**src/rtl/pipeline_ctrl.sv**
```systemverilog
// Stall and flush controller for the 5-stage 16-bit pipeline.
// Drives the PC and pipeline-register enables and flushes. Handles load-use
// bubbles, taken-branch squashes, external memory wait and the HLT
// drain/halt/resume sequence. Also keeps a saturating stall-cycle counter.
module pipeline_ctrl #(
  parameter int DRAIN_CYCLES = 3,
  parameter int CNT_W        = 16
) (
  input  logic             clk,
  input  logic             reset,
  input  logic             memread_ex,
  input  logic [2:0]       rd_ex,
  input  logic [2:0]       rs_id,
  input  logic [2:0]       rt_id,
  input  logic             use_rs_id,
  input  logic             use_rt_id,
  input  logic             branch_taken_ex,
  input  logic             halt_id,
  input  logic             mem_busy,
  input  logic             resume,
  output logic             en_pc,
  output logic             en_ifid,
  output logic             en_idex,
  output logic             en_exmem,
  output logic             en_memwb,
  output logic             flush_ifid,
  output logic             flush_idex,
  output logic             flush_exmem,
  output logic             flush_memwb,
  output logic             halted,
  output logic [CNT_W-1:0] stall_cnt
);

  typedef enum logic [1:0] {
    RUN    = 2'd0,
    DRAIN  = 2'd1,
    HALTED = 2'd2
  } state_e;

  // The drain counter is loaded with one less than the drain length, so
  // reaching zero marks the final cycle spent in DRAIN.
  localparam logic [1:0]       DRAIN_LOAD = 2'(DRAIN_CYCLES - 1);
  localparam logic [CNT_W-1:0] CNT_MAX    = '1;

  state_e           state_q, state_d;
  logic [1:0]       drain_cnt_q, drain_cnt_d;
  logic             resume_q;
  logic             resume_pend_q, resume_pend_d;
  logic [CNT_W-1:0] stall_cnt_q, stall_cnt_d;

  logic load_use;
  logic resume_edge;
  logic resume_go;

  assign load_use    = memread_ex & ((use_rs_id & (rs_id == rd_ex)) |
                                     (use_rt_id & (rt_id == rd_ex)));
  assign resume_edge = resume & ~resume_q;
  assign resume_go   = (resume_edge | resume_pend_q) & ~mem_busy;
  assign stall_cnt   = stall_cnt_q;

  // State register, plus the drain counter, resume tracking and stall counter.
  always_ff @(posedge clk) begin
    if (!reset) begin
      state_q       <= RUN;
      drain_cnt_q   <= 2'd0;
      resume_q      <= 1'b0;
      resume_pend_q <= 1'b0;
      stall_cnt_q   <= '0;
    end else begin
      state_q       <= state_d;
      drain_cnt_q   <= drain_cnt_d;
      resume_q      <= resume;
      resume_pend_q <= resume_pend_d;
      stall_cnt_q   <= stall_cnt_d;
    end
  end

  // Next-state logic: enter DRAIN on HLT, count the drain down, park in
  // HALTED, and leave it on a resume edge that memory is free to accept.
  always_comb begin
    state_d       = state_q;
    drain_cnt_d   = drain_cnt_q;
    resume_pend_d = resume_pend_q;
    case (state_q)
      RUN: begin
        if (!mem_busy && !branch_taken_ex && !load_use && halt_id) begin
          state_d     = DRAIN;
          drain_cnt_d = DRAIN_LOAD;
        end
      end
      DRAIN: begin
        if (mem_busy) begin
          drain_cnt_d = drain_cnt_q;
        end else if (branch_taken_ex) begin
          state_d     = RUN;
          drain_cnt_d = 2'd0;
        end else if (drain_cnt_q == 2'd0) begin
          state_d = HALTED;
        end else begin
          drain_cnt_d = drain_cnt_q - 2'd1;
        end
      end
      HALTED: begin
        if (resume_go) begin
          state_d       = RUN;
          resume_pend_d = 1'b0;
        end else if (resume_edge) begin
          resume_pend_d = 1'b1;
        end
      end
      default: begin
        state_d = RUN;
      end
    endcase
  end

  // Mealy outputs: enables and flushes from current state and hazard inputs.
  always_comb begin
    en_pc       = 1'b0;
    en_ifid     = 1'b0;
    en_idex     = 1'b0;
    en_exmem    = 1'b0;
    en_memwb    = 1'b0;
    flush_ifid  = 1'b0;
    flush_idex  = 1'b0;
    flush_exmem = 1'b0;
    flush_memwb = 1'b0;
    halted      = 1'b0;
    if (!reset) begin
      flush_ifid  = 1'b1;
      flush_idex  = 1'b1;
      flush_exmem = 1'b1;
      flush_memwb = 1'b1;
    end else begin
      case (state_q)
        RUN, DRAIN: begin
          if (mem_busy) begin
            en_pc = 1'b0;
          end else if (branch_taken_ex) begin
            en_pc      = 1'b1;
            en_ifid    = 1'b1;
            en_idex    = 1'b1;
            en_exmem   = 1'b1;
            en_memwb   = 1'b1;
            flush_ifid = 1'b1;
            flush_idex = 1'b1;
          end else if (state_q == DRAIN || load_use || halt_id) begin
            en_idex    = 1'b1;
            flush_idex = 1'b1;
            en_exmem   = 1'b1;
            en_memwb   = 1'b1;
          end else begin
            en_pc    = 1'b1;
            en_ifid  = 1'b1;
            en_idex  = 1'b1;
            en_exmem = 1'b1;
            en_memwb = 1'b1;
          end
        end
        HALTED: begin
          halted = 1'b1;
          if (resume_go) begin
            en_pc      = 1'b1;
            en_ifid    = 1'b1;
            en_idex    = 1'b1;
            en_exmem   = 1'b1;
            en_memwb   = 1'b1;
            flush_ifid = 1'b1;
          end
        end
        default: begin
          halted = 1'b0;
        end
      endcase
    end
  end

  // Stall counter: counts frozen-PC cycles outside HALTED and sticks at max.
  always_comb begin
    stall_cnt_d = stall_cnt_q;
    if (state_q != HALTED && !en_pc && stall_cnt_q != CNT_MAX) begin
      stall_cnt_d = stall_cnt_q + 1'b1;
    end
  end

endmodule

```
**config.mk**
```make
export PLATFORM = sky130hd
export DESIGN_NAME = pipeline_ctrl
export DESIGN_NICKNAME = d
export VERILOG_FILES = /design/src/rtl/pipeline_ctrl.sv
export SDC_FILE = /design/constraint.sdc
export NUM_CORES = 1
export LEC_CHECK = 0
export BUFFER_PORTS_ARGS = -buffer_cell sky130_fd_sc_hd__buf_2
export CAP_MARGIN = 10
export CORE_MARGIN = 2
export CORE_UTILIZATION = 54
export DETAILED_ROUTE_END_ITERATION = 6
export PLACE_DENSITY_LB_ADDON = 0.2
export SETUP_SLACK_MARGIN = 0.02
export SLEW_MARGIN = 20
export SYNTH_ARGS = -nofsm -noshare
export SYNTH_HDL_FRONTEND = slang
export SYNTH_SLANG_ARGS = --single-unit
```
**constraint.sdc**
```tcl
create_clock -name clk -period 5.1 [get_ports clk]
set_input_delay 0.255 -clock clk [delete_from_list [all_inputs] [get_ports clk]]
set_output_delay 0.255 -clock clk [all_outputs]
set_load 0.01 [all_outputs]
```
[After elaboration in Yosys (flattened, before gate mapping)]
Cells that the tools add are included.
Word-level totals
  output and inout port bits: 26
  bits in registers: 22
Operators by class
  bitwise logic cells: 9
  reductions and logical operators: 19
  muxes and demuxes: 34
  equal/unequal tests: 11
  add/sub/neg operators: 2
Operators by type and width (count)
  2-to-1 mux 1 bit: 20
  2-to-1 mux 2 bit: 9
  adder 16 x 1 -> 16 bit (second input constant): 1
  inequality test 16 bit (second input constant): 1
  inequality test 2 bit (second input constant): 4
  AND reduction 4 bit: 2
  == test 3 bit: 2
  inequality test 3 bit (second input constant): 2
  one-hot mux 1 bit (2 select lines): 3
  one-hot mux 2 bit (3 select lines): 1
  AND 1 bit: 5
  logical AND 1 bit: 5
  logical NOT 1 bit: 4
  logical NOT 2 bit: 2
  one-hot mux 2 bit (2 select lines): 1
  nonzero test 2 bit: 2
  == test 2 x 1 -> 1 bit (second input constant): 1
  == test 2 bit (second input constant): 1
  logical OR 1 bit: 2
  NOT 1 bit: 2
  bitwise OR 1 bit: 2
  AND reduction 2 bit: 1
  OR reduction 2 bit: 1
  subtractor 2 x 1 -> 2 bit (second input constant): 1

[Depth between registers and ports, before layout]
Gate-level depths: netlist (run 1).
  word-level depth: 14
  gate-level depth with buffers: 8
  mapped depth without buffers: 7

[Worst setup path after synthesis (run 1)]
No wires, ideal clock.
  path kind: register -> register
  start point: register stall_cnt_q[2] (netlist: stall_cnt[2])
  end point: register stall_cnt_q[13] (netlist: stall_cnt[13])
  cell stages (with the launch flop): 7
  clock period less this slack: 1721 ps
  setup slack: 3379 ps
  required time: 5027 ps
  arrival time: 1648 ps
  cell sequence: dfxtp_1 and4_1 nand3_1 nor3_2 o21ai_1 or4_1 a21oi_1
Between the ends
  cells in the longest elaborated chain, start to end: 2
Ends and longest elaborated chain
  start: declaration: line 49  | logic [CNT_W-1:0] stall_cnt_q, stall_cnt_d;
  start signal: assignment: line 74  | stall_cnt_q <= stall_cnt_d;
  branches (longest 2 deep; another with adder 16 x 1 -> 16 bit)
Parallel ways; which one is timed is not known.
A chain may end at the register's enable or synchronous reset.

[Worst setup path in the final report (run 1)]
  start point: register state_q[1]
  end point: output port en_ifid
Between the ends
  cells in the longest elaborated chain, start to end: 8
Ends and longest elaborated chain
  start: declaration: line 45  | state_e state_q, state_d;
  start signal: assignment: line 70  | state_q <= state_d;
  == test 2 x 1 -> 1 bit: line 135, 147
  logical OR 1 bit (2 in series): line 147  | end else if (state_q == DRAIN || load_use || halt_id) begin
  2-to-1 mux 1 bit: line 147
  2-to-1 mux 1 bit: line 139  | end else if (branch_taken_ex) begin
  2-to-1 mux 1 bit: line 137  | if (mem_busy) begin
  one-hot mux 1 bit (2 select lines) (*): line 135  | case (state_q)
  2-to-1 mux 1 bit (*): line 129  | if (!reset) begin
  end: declaration: line 22  | output logic en_ifid,
Mark *: on every way between the ends. The rest lies on a longest branch, timed or not.

==> key figures, run 1 <==
GRT
  – Total gr overflow: 0
  – First-pass GRT wire length: about 4800 µm
  – GRT Total Usage: 21.56%
  – Vias in the first global route: roughly 1,200
  – Largest net degree at the start of global routing: 22
  – Initial antenna violation count: 0

Layout
  – Filler cells: ~220
  – Synthesis-to-finish area growth: 13.79%
  – Final cell count without fillers: between 200 and 250
  – Fin nets: ~220
  – # diodes: 0
  – Layout cell share with drive strength beyond 1: between 20% and 30%

Yosys
  – Top-count cell post-synth: dfxtp_1
  – Largest cells by area after synthesis: dfxtp_1 32%, nor2_1 4.4%, o31ai_1 4.4%
  – Post-Synth Adder-Cell Area: about 1.8%
  – Commonest cells in the netlist: 22 x dfxtp_1, 16 x nor2_1, 14 x nand2_1
  – Warnings, synthesis: 0
  – Post-synthesis xor/xnor area fraction: 7.032%
  – Most used DFF post-synth: dfxtp_1
  – Post-synth top area cell: dfxtp_1
  – Largest family of logic cells by synthesized area: simple AND/OR/NAND/NOR gates
  – Post-Synth Simple-Gate Area: 27.85%
  – Flops & latches, synth: 22
  – Number of synthesized flops with an enable pin: 0
  – Post-synth ARST share: 0%
  – Gate Count Post-Synth: roughly 170
  – Sequential share of the synthesized area: roughly a third
  – Post-synth top area share: 32.15%
  – Synthesized area per cell: 8.253 µm²
  – Compound-cell area share of the yosys netlist: approximately a fifth
  – Synth Cell Area: about 0.0014 mm²
  – Cell variety after synth: 44
  – Mux share of post-synthesis cell area: between 2 and 2.5%
  – Synth Net Count: 186

Critical path
  – Crit Path Category: reg -> out
  – Critical path fanouts, max: 8
  – Reg-to-reg startpoint: state_q[0]
  – Crit path from: state_q[1]
  – Worst setup SP type: flop
  – Critical Path End Type: output port
  – Arr. time, crit path: 1.78 ns
  – Req. time, crit path: 4.85 ns

Placement
  – Cell total after placement: 226
  – Final GP Congestion: 0.7721
  – I/O Buffers: 43
  – DP Worst Slack: about 3.1 ns
  – Detailed placement HPWL: roughly 2200 µm

Timing
  – Max Clock Freq: between 400 and 500 MHz
  – Clock Skew: about 0.018 ns
  – Final Hold Slack: roughly 0.13 ns
  – Max-slew violations: 0
  – Final setup margin: around 3.1 ns
  – Worst-Margin Slew: 0.6466 ns
  – Fin crit share: approximately 40%
  – Fin Setup TNS: 0 ns
  – Final hold vios: 0
  – Fin crit period: 2.039 ns
  – Slew HR: 56.85%
  – RSZ-0062 raised after global routing: false
  – Final Setup Violations: 0

Power
  – Leakage: 0.6236 nW
  – Power Density: between 200 and 250 mW/mm²
  – Switching Share: between 20% and 30%
  – Combinational share of power: a little under a fifth
  – Clk network pwr share: 25.5%
  – Tot Pwr: between 0.3 and 0.4 mW
  – Net Sw Power: 0.09467 mW
  – Pint: 0.2297 mW
  – VDD IR max: 0.1874 mV
  – Reg power frac: 56.2%

Routing
  – Post-route ant nets: 0
  – Routed wire per std cell: between 10 and 15 µm
  – WL final: just under 3000 µm
  – DRC Markers: 0
  – Routed vias: 1,349
  – Drt via density: between 5 and 6
  – TritonRoute pass-1 iters: 4
  – Initial DRC Count: 36

Clocking
  – CTS-repair resized insts: 0
  – Total clock buffers created by CTS: 3
  – CTS sink cnt: 22
  – H-tree Lvls: 1
  – Post-CTS Setup Inserts: 0
  – Worst-path clk slew: around 0.13 ns
  – # hold bufs at CTS: 0
  – Clk_lat worst skew: roughly 0.33 ns
  – CTS tree: yes
  – CTS max path bufs: 2
  – Clk Tree Root Cell: clkbuf_4

Run
  – Max Cap Viol: 0

Outcome
  – Outcome: complete, no violations

Min path
  – Hold_sp: resume
  – Class of the worst hold path: in -> reg

Floorplanning
  – Chip height: 54.37 µm
  – Width of the chip: about 54 µm
  – Die area: roughly 0.0030 mm²
  – Std cell rows: 18
  – I/O pins: 44
  – Core area: between 0.002 and 0.0025 mm²
  – Initial Utilization: between 50% and 60%
==> critical path: stages, from the launching register on <==
cell	delay [ns]
dfxtp_1	0.41
nor2_2	0.26
nand3_1	0.34
o32ai_1	0.25
buf_2	0.19
==> final timing paths <==
| path | end | slack, ns | cells after the start |
|---|---|---|---|
| setup reg to reg | stall_cnt[10] | 3.12 | 6 |
| hold / removal | resume_q | 0.13 | 2 |
| setup / recovery | en_ifid | 3.06 | 4 |
| hold reg to reg | resume_pend_q | 0.50 | 2 |
==> routing by layer <==
metal  part of all wire [%]  global-route usage (%)  wire (µm)
met4                    1.6                   8.333         48
met3                    5.3                   3.552        158
met2                     48                   36.35       1411
met5                      0                       0          0
met1                     45                   27.30       1350
==> registers in the layout, indices dropped and copies added, names as in the netlist <==
register       flops
drain_cnt_q        2
state_q            2
resume_q           1
stall_cnt         16
resume_pend_q      1
==> cell usage in the layout (no fill, tap or decap), types with 2 or more instances in the layout <==
| cell | netlist | layout |
|---|---|---|
| nand4_1 | 6 | 6 |
| o21ai_0 | 6 | 6 |
| nor4_1 | 2 | 2 |
| nor2_1 | 16 | 16 |
| nor3b_1 | 3 | 3 |
| a21oi_1 | 11 | 11 |
| o31ai_1 | 8 | 8 |
| nor2b_1 | 2 | 2 |
| xnor2_1 | 6 | 6 |
| ha_1 | 2 | 2 |
| clkbuf_4 | 0 | 3 |
| or4_1 | 6 | 6 |
| xor2_1 | 5 | 5 |
| dfxtp_1 | 22 | 22 |
| nand3_1 | 5 | 5 |
| buf_2 | 0 | 43 |
| nor3_1 | 2 | 2 |
| o21ai_2 | 2 | 2 |
| o211ai_1 | 3 | 3 |
| mux2i_1 | 3 | 3 |
| inv_1 | 6 | 6 |
| nand2b_1 | 2 | 2 |
| nand2_1 | 14 | 14 |
| or3_1 | 2 | 2 |
==> cells by family after synthesis <==
kind of cell	count (synthesis)
adders and majority gates	2
AOI/OAI and AO/OA	40
xor gates and xnor gates	11
muxes	3
DFF	22
buffers and inverters	19
and+or+nand+nor	69
==> power groups by stage <==
stage | combinational [mW] | clock [mW] | sequential [mW]
3_3_place_gp | 0.0580 | 0 | 0.186
4_1_cts | 0.0599 | 0.0842 | 0.182
5_1_grt | 0.0666 | 0.0893 | 0.183
3_5_place_dp | 0.0597 | 0 | 0.186
2_1_floorplan | 0.0436 | 0 | 0.186
6_report | 0.0594 | 0.0828 | 0.182
==> layout make-up <==
type | count | area [µm²] | share of cell area [%]
flip-flops and latches | 22 | 440.4 | 28.25
inverters | 6 | 22.52 | 1.445
repair buffers | 43 | 215.2 | 13.80
clock buffers | 3 | 22.52 | 1.445
multi-input cells | 125 | 820.8 | 52.65
well taps | 30 | 37.54 | 2.408
==> per-stage QoR <==
step                utilization, %  cell area [µm²]
global route                 64.09             1559
floorplan                        -             1370
detailed placement           63.17             1536
finish                       64.09             1559
global placement             63.17             1536
CTS                          64.09             1559
Note: power is estimated with default switching activity, not from simulation.
==> inputs of run 2 (changes only) <==
- CORE_UTILIZATION: 54 -> 50
- clock period: 5.1 -> 2.15 ns (I/O delays scaled with it)
==> run 2 against run 1 <==
Effect of this change:
- worst hold slack improved by 0.041 ns
- core utilization decreased by 0.38 points
- global-route usage decreased by 0.19 points
- count of clock-buffer cells in the layout unchanged
- first-iteration DRC count up 47%
- critical endpoint is now stall_cnt[7]
- via count up 1.2%
- non-clock buffer count increased by 4
- cell count up 2.2%
==> key figures, run 2 (same netlist as run 1, synthesis figures left out) <==
Outcome
  – Outcome: complete, no violations

Timing
  – Final setup margin: roughly 0.2 ns
  – Worst-Margin Slew: ~0.45 ns
  – Final hold vios: 0
  – Clock Skew: 0.007571 ns
  – Fin crit period: ~2.0 ns
  – Slew HR: around 70%
  – Fin Setup TNS: 0 ns
  – Final Setup Violations: 0
  – Max Clock Freq: roughly 500 MHz
  – Fin crit share: about nine tenths
  – RSZ-0062 raised after global routing: false
  – Max-slew violations: 0

Clocking
  – Clk Tree Root Cell: clkbuf_4
  – CTS sink cnt: 22
  – Total clock buffers created by CTS: 3
  – Post-CTS Setup Inserts: 0
  – CTS-repair resized insts: 0
  – CTS tree: yes
  – Worst-path clk slew: 0.14 ns
  – CTS max path bufs: 2
  – H-tree Lvls: 1
  – Clk_lat worst skew: 0.32 ns
  – # hold bufs at CTS: 1

Layout
  – # diodes: 0
  – Fin nets: 225
  – Final cell count without fillers: 234
  – Most frequent cells in the layout: 43 x buf_2, 22 x dfxtp_1, 16 x nor2_1, 14 x nand2_1, 11 x a21oi_1
  – Layout cell share with drive strength beyond 1: approximately 29%
  – Synthesis-to-finish area growth: 18.36%
  – Most common cell after layout, fill and taps aside: buf_2
  – Finished Cell Area: around 0.0016 mm²
  – Post-route core utilization: between 60 and 70%
  – Max FFs per register: 16

Critical path
  – Crit Path Category: reg -> reg
  – RR Endpoint: stall_cnt[7]
  – Worst reg2reg setup slack: ~0.20 ns
  – R2R cell count: 4
  – Reg-to-reg startpoint: state_q[1]
  – Critical Path End Type: flop
  – Worst setup SP type: flop
  – Critical path fanouts, max: 13
  – Req. time, crit path: about 2.4 ns
  – Arr. time, crit path: roughly 2.2 ns

Routing
  – Drt via density: between 5 and 6
  – Post-route ant nets: 0
  – DRC Markers: 0
  – Routed wire per std cell: 13.73 µm
  – TritonRoute pass-1 iters: 4
  – WL final: between 3000 and 4000 µm
  – Initial DRC Count: 53
  – Routed vias: 1,365

Power
  – Leakage: 0.6575 nW
  – VDD IR max: ~0.33 mV
  – Switching Share: between 20% and 30%
  – Combinational share of power: approximately 17%
  – Net Sw Power: roughly 0.24 mW
  – Pint: ~0.67 mW
  – Power Density: around 560 mW/mm²
  – Reg power frac: 47.3%
  – Clk network pwr share: 36.0%

Min path
  – Hold Path Stages: 3
  – Hold Path End: stall_cnt[1]
  – Hold_sp: reset
  – Class of the worst hold path: in -> reg

Floorplanning
  – Initial Utilization: between 50 and 60%
  – Die area: 0.003175 mm²
  – Width of the chip: between 50 and 60 µm
  – Std cell rows: 18
  – I/O pins: 44
  – Chip height: approximately 56 µm
  – Core area: approximately 0.0025 mm²

GRT
  – Grt met1 use: a little over a quarter
  – Met3 GRT Util: under 10%
  – Met2 Usage GRT: between 30% and 40%
  – Vias in the first global route: between 1,000 and 1,500
  – GR peak layer: met2
  – Largest net degree at the start of global routing: 18
  – First-pass GRT wire length: about 5500 µm
  – GRT Total Usage: between 20% and 30%
  – Initial antenna violation count: 0
  – Total gr overflow: 0

Placement
  – Cell total after placement: between 200 and 250
  – Cell Area, Placed: 0.001559 mm²
  – I/O Buffers: 43
  – DP Worst Slack: ~0.23 ns
  – Final GP Congestion: just under 0.8
  – Detailed placement HPWL: around 2500 µm

Run
  – Max Cap Viol: 0
## run 2: power by group through the flow
stage	logic, mW	registers, mW	clock network, mW
final	0.152	0.431	0.328
after global routing	0.170	0.434	0.346
after CTS	0.153	0.431	0.327
after detailed placement	0.151	0.440	0
after global placement	0.144	0.439	0
after floorplan	0.103	0.441	0
## run 2: cell type report
cell class	count	area [µm²]
Sequential cell	22	440.4
Timing Repair Buffer	47	247.7
Clock inverter	1	30.03
Clock buffer	3	22.52
Multi-Input combinational cell	125	820.8
Tap cell	30	37.54
Fill cell	239	923.4
Inverter	6	22.52
## run 2: through the flow
| stage | hold WS (ns) | total power, mW |
|---|---|---|
| 2_1_floorplan | 0.2292 | 0.5444 |
| 3_3_place_gp | 0.3215 | 0.5826 |
| 3_5_place_dp | 0.3291 | 0.5912 |
| 4_1_cts | 0.1732 | 0.9114 |
| 5_1_grt | 0.1819 | 0.9492 |
| 6_report | 0.1712 | 0.9103 |
## run 2: critical path: stages, from the launching register on
cell and delay, ns:
dfxtp_1 0.50, nor2_2 0.13, a311o_1 0.53, or4_1 0.55, a21oi_1 0.17
## run 2: layer usage
metal | wire (µm) | part of all wire (%)
met5 | 0 | 0
met4 | 23 | 0.72
met3 | 181 | 5.6
met2 | 1656 | 52
met1 | 1350 | 42
## run 2: how the worst max path moves through the flow
stage	endpoint	from	slack, ns
floorplan	stall_cnt[13]	stall_cnt[2]	0.43
global placement	stall_cnt[13]	stall_cnt[3]	0.33
detailed placement	stall_cnt[7]	state_q[1]	0.23
CTS	stall_cnt[7]	state_q[1]	0.19
global route	stall_cnt[10]	state_q[0]	0.04
finish	stall_cnt[7]	state_q[1]	0.20
==> inputs of run 3 (changes only) <==
- CORE_MARGIN: 2 -> 5
==> run 3 against run 2 <==
Effect of this change:
- total power shrank 14%
- critical path depth unchanged
- worst hold slack improved by 0.010 ns
- critical path type unchanged
- highest routed layer unchanged
==> key figures, run 3 (same netlist as run 1, synthesis figures left out) <==
Layout
  – Finished Cell Area: between 0.0015 and 0.002 mm²
  – Max FFs per register: 16
  – Synthesis-to-finish area growth: 16.26%
  – Filler cells: 261
  – Multi-input gate area: 820.8 µm²
  – Layout cell share with drive strength beyond 1: 28.57%
  – Fin nets: ~230
  – FF+latch area: around 440 µm²
  – Most frequent cells in the layout: 43 x buf_2, 22 x dfxtp_1, 16 x nor2_1, 14 x nand2_1, 11 x a21oi_1
  – Post-route core utilization: slightly below 60%
  – # diodes: 0
  – Most common cell after layout, fill and taps aside: buf_2

Critical path
  – Reg-to-reg startpoint: state_q[1]
  – CP peak stage delay: 0.56 ns
  – Critical Path End Type: flop
  – Req. time, crit path: ~2.4 ns
  – Crit-path cells: nor2_2 -> a311o_1 -> or4_1 -> a21oi_1
  – Slowest CP cell: or4_1
  – RR Endpoint: stall_cnt[5]
  – R2R cell count: 4
  – Crit Path Category: reg -> reg
  – Worst setup SP type: flop
  – Critical path fanouts, max: 13
  – Arr. time, crit path: ~2.2 ns
  – Worst reg2reg setup slack: 0.18 ns

Power
  – Tot Pwr: roughly 0.78 mW
  – Leakage: around 0.64 nW
  – VDD IR max: around 0.32 mV
  – Power Density: a little under 500 mW/mm²

Timing
  – Final Setup Violations: 0
  – Clock Skew: between 0.002 and 0.0025 ns
  – Max Clock Freq: between 500 and 600 MHz
  – Worst-Margin Slew: between 0.4 and 0.5 ns
  – Fin crit period: between 1.5 and 2 ns
  – RSZ-0062 raised after global routing: false
  – Max-slew violations: 0
  – Slew HR: around two thirds
  – Final hold vios: 0
  – Fin Setup TNS: 0 ns
  – Fin crit share: between 90 and 100%

Clocking
  – H-tree Lvls: 1
  – CTS sink cnt: 22
  – Worst-path clk slew: 0.13 ns
  – CTS max path bufs: 2
  – Total clock buffers created by CTS: 3
  – Post-CTS Setup Inserts: 0
  – Clk Tree Root Cell: clkbuf_4
  – CTS tree: yes
  – Clk_lat worst skew: 0.31 ns

Routing
  – Initial DRC Count: 67
  – Post-route ant nets: 0
  – Routed wire per std cell: 14.55 µm
  – Routed vias: approximately 1,400
  – WL final: ~3400 µm
  – DRC Markers: 0
  – Drt via density: ~6
  – TritonRoute pass-1 iters: 4

Floorplanning
  – I/O pins: 44
  – Width of the chip: 62.35 µm
  – Initial Utilization: a little over 50%
  – Die area: 0.003887 mm²
  – Std cell rows: 19
  – Chip height: between 60 and 70 µm
  – Core area: about 0.0027 mm²

GRT
  – Total gr overflow: 0
  – Vias in the first global route: approximately 1,400
  – GRT Total Usage: 17.93%
  – First-pass GRT wire length: 5927 µm
  – Initial antenna violation count: 0
  – Largest net degree at the start of global routing: 18

Placement
  – I/O Buffers: 43
  – Cell Area, Placed: 0.001560 mm²
  – Final GP Congestion: between 0.8 and 0.9
  – Detailed placement HPWL: around 2600 µm

Min path
  – Hold_sp: reset
  – Class of the worst hold path: in -> reg
  – Hold Path Stages: 2
  – Hold Path End: drain_cnt_q[1]

Outcome
  – Outcome: complete, no violations

Run
  – Max Cap Viol: 0
-- run 3: report_power, final --
| part | internal [mW] | total (mW) | leakage (nW) | switching, mW |
|---|---|---|---|---|
| combinational | 0.0649 | 0.152 | 0.451 | 0.0871 |
| clock | 0.0656 | 0.200 | 0.0138 | 0.135 |
| sequential | 0.419 | 0.431 | 0.178 | 0.0117 |
| total | 0.550 | 0.783 | 0.643 | 0.233 |
-- run 3: metal layers --
metal / wire length (µm) / vias to the layer above / global-route usage [%]
met3: 145 / 6 / 3.964
met5: 0 / - / 0
li1: - / 677 / -
met2: 1761 / 36 / 31.99
met1: 1447 / 663 / 20.31
met4: 50 / 0 / 7.427
-- run 3: worst max-delay path: cells and delay by family, from the launching register on --
family / cells / cell delay, ns
AO/OA/AOI/OAI: 2 / 0.71
AND/OR/NAND/NOR: 2 / 0.69
flip-flops: 1 / 0.50
-- run 3: final cells by class --
type                            count  share of cell area [%]
Clock buffer                        3                   1.414
Inverter                            6                   1.414
Multi-Input combinational cell    125                   51.53
Sequential cell                    22                   27.65
Tap cell                           31                   2.435
Timing Repair Buffer               47                   15.55
-- run 3: repair_timing --
| action | in CTS | in global routing |
|---|---|---|
| endpoints found under the hold margin | 1 | 0 |
| hold buffers | 1 | 0 |
| gates resized for setup | 0 | 0 |
-- run 3: metrics by stage --
stage	std cells	worst slack (ns)	hold slack, ns
final	234	0.1832	0.1815
after global placement	230	0.2527	0.3239
after detailed placement	230	0.2047	0.3325
after floorplan	166	0.4289	0.2292
after CTS	234	0.1690	0.1737
after global routing	234	0.02144	0.1794
-- run 3: how the worst max path moves through the flow --
stage / slack, ns / endpoint / from / cells past startpoint
2_1_floorplan: 0.43 / stall_cnt[13] / stall_cnt[2] / 6
4_1_cts: 0.17 / stall_cnt[10] / state_q[0] / 6
3_3_place_gp: 0.25 / stall_cnt[10] / state_q[0] / 6
6_report: 0.18 / stall_cnt[5] / state_q[1] / 4
3_5_place_dp: 0.20 / stall_cnt[10] / state_q[0] / 6
5_1_grt: 0.02 / stall_cnt[10] / state_q[0] / 6
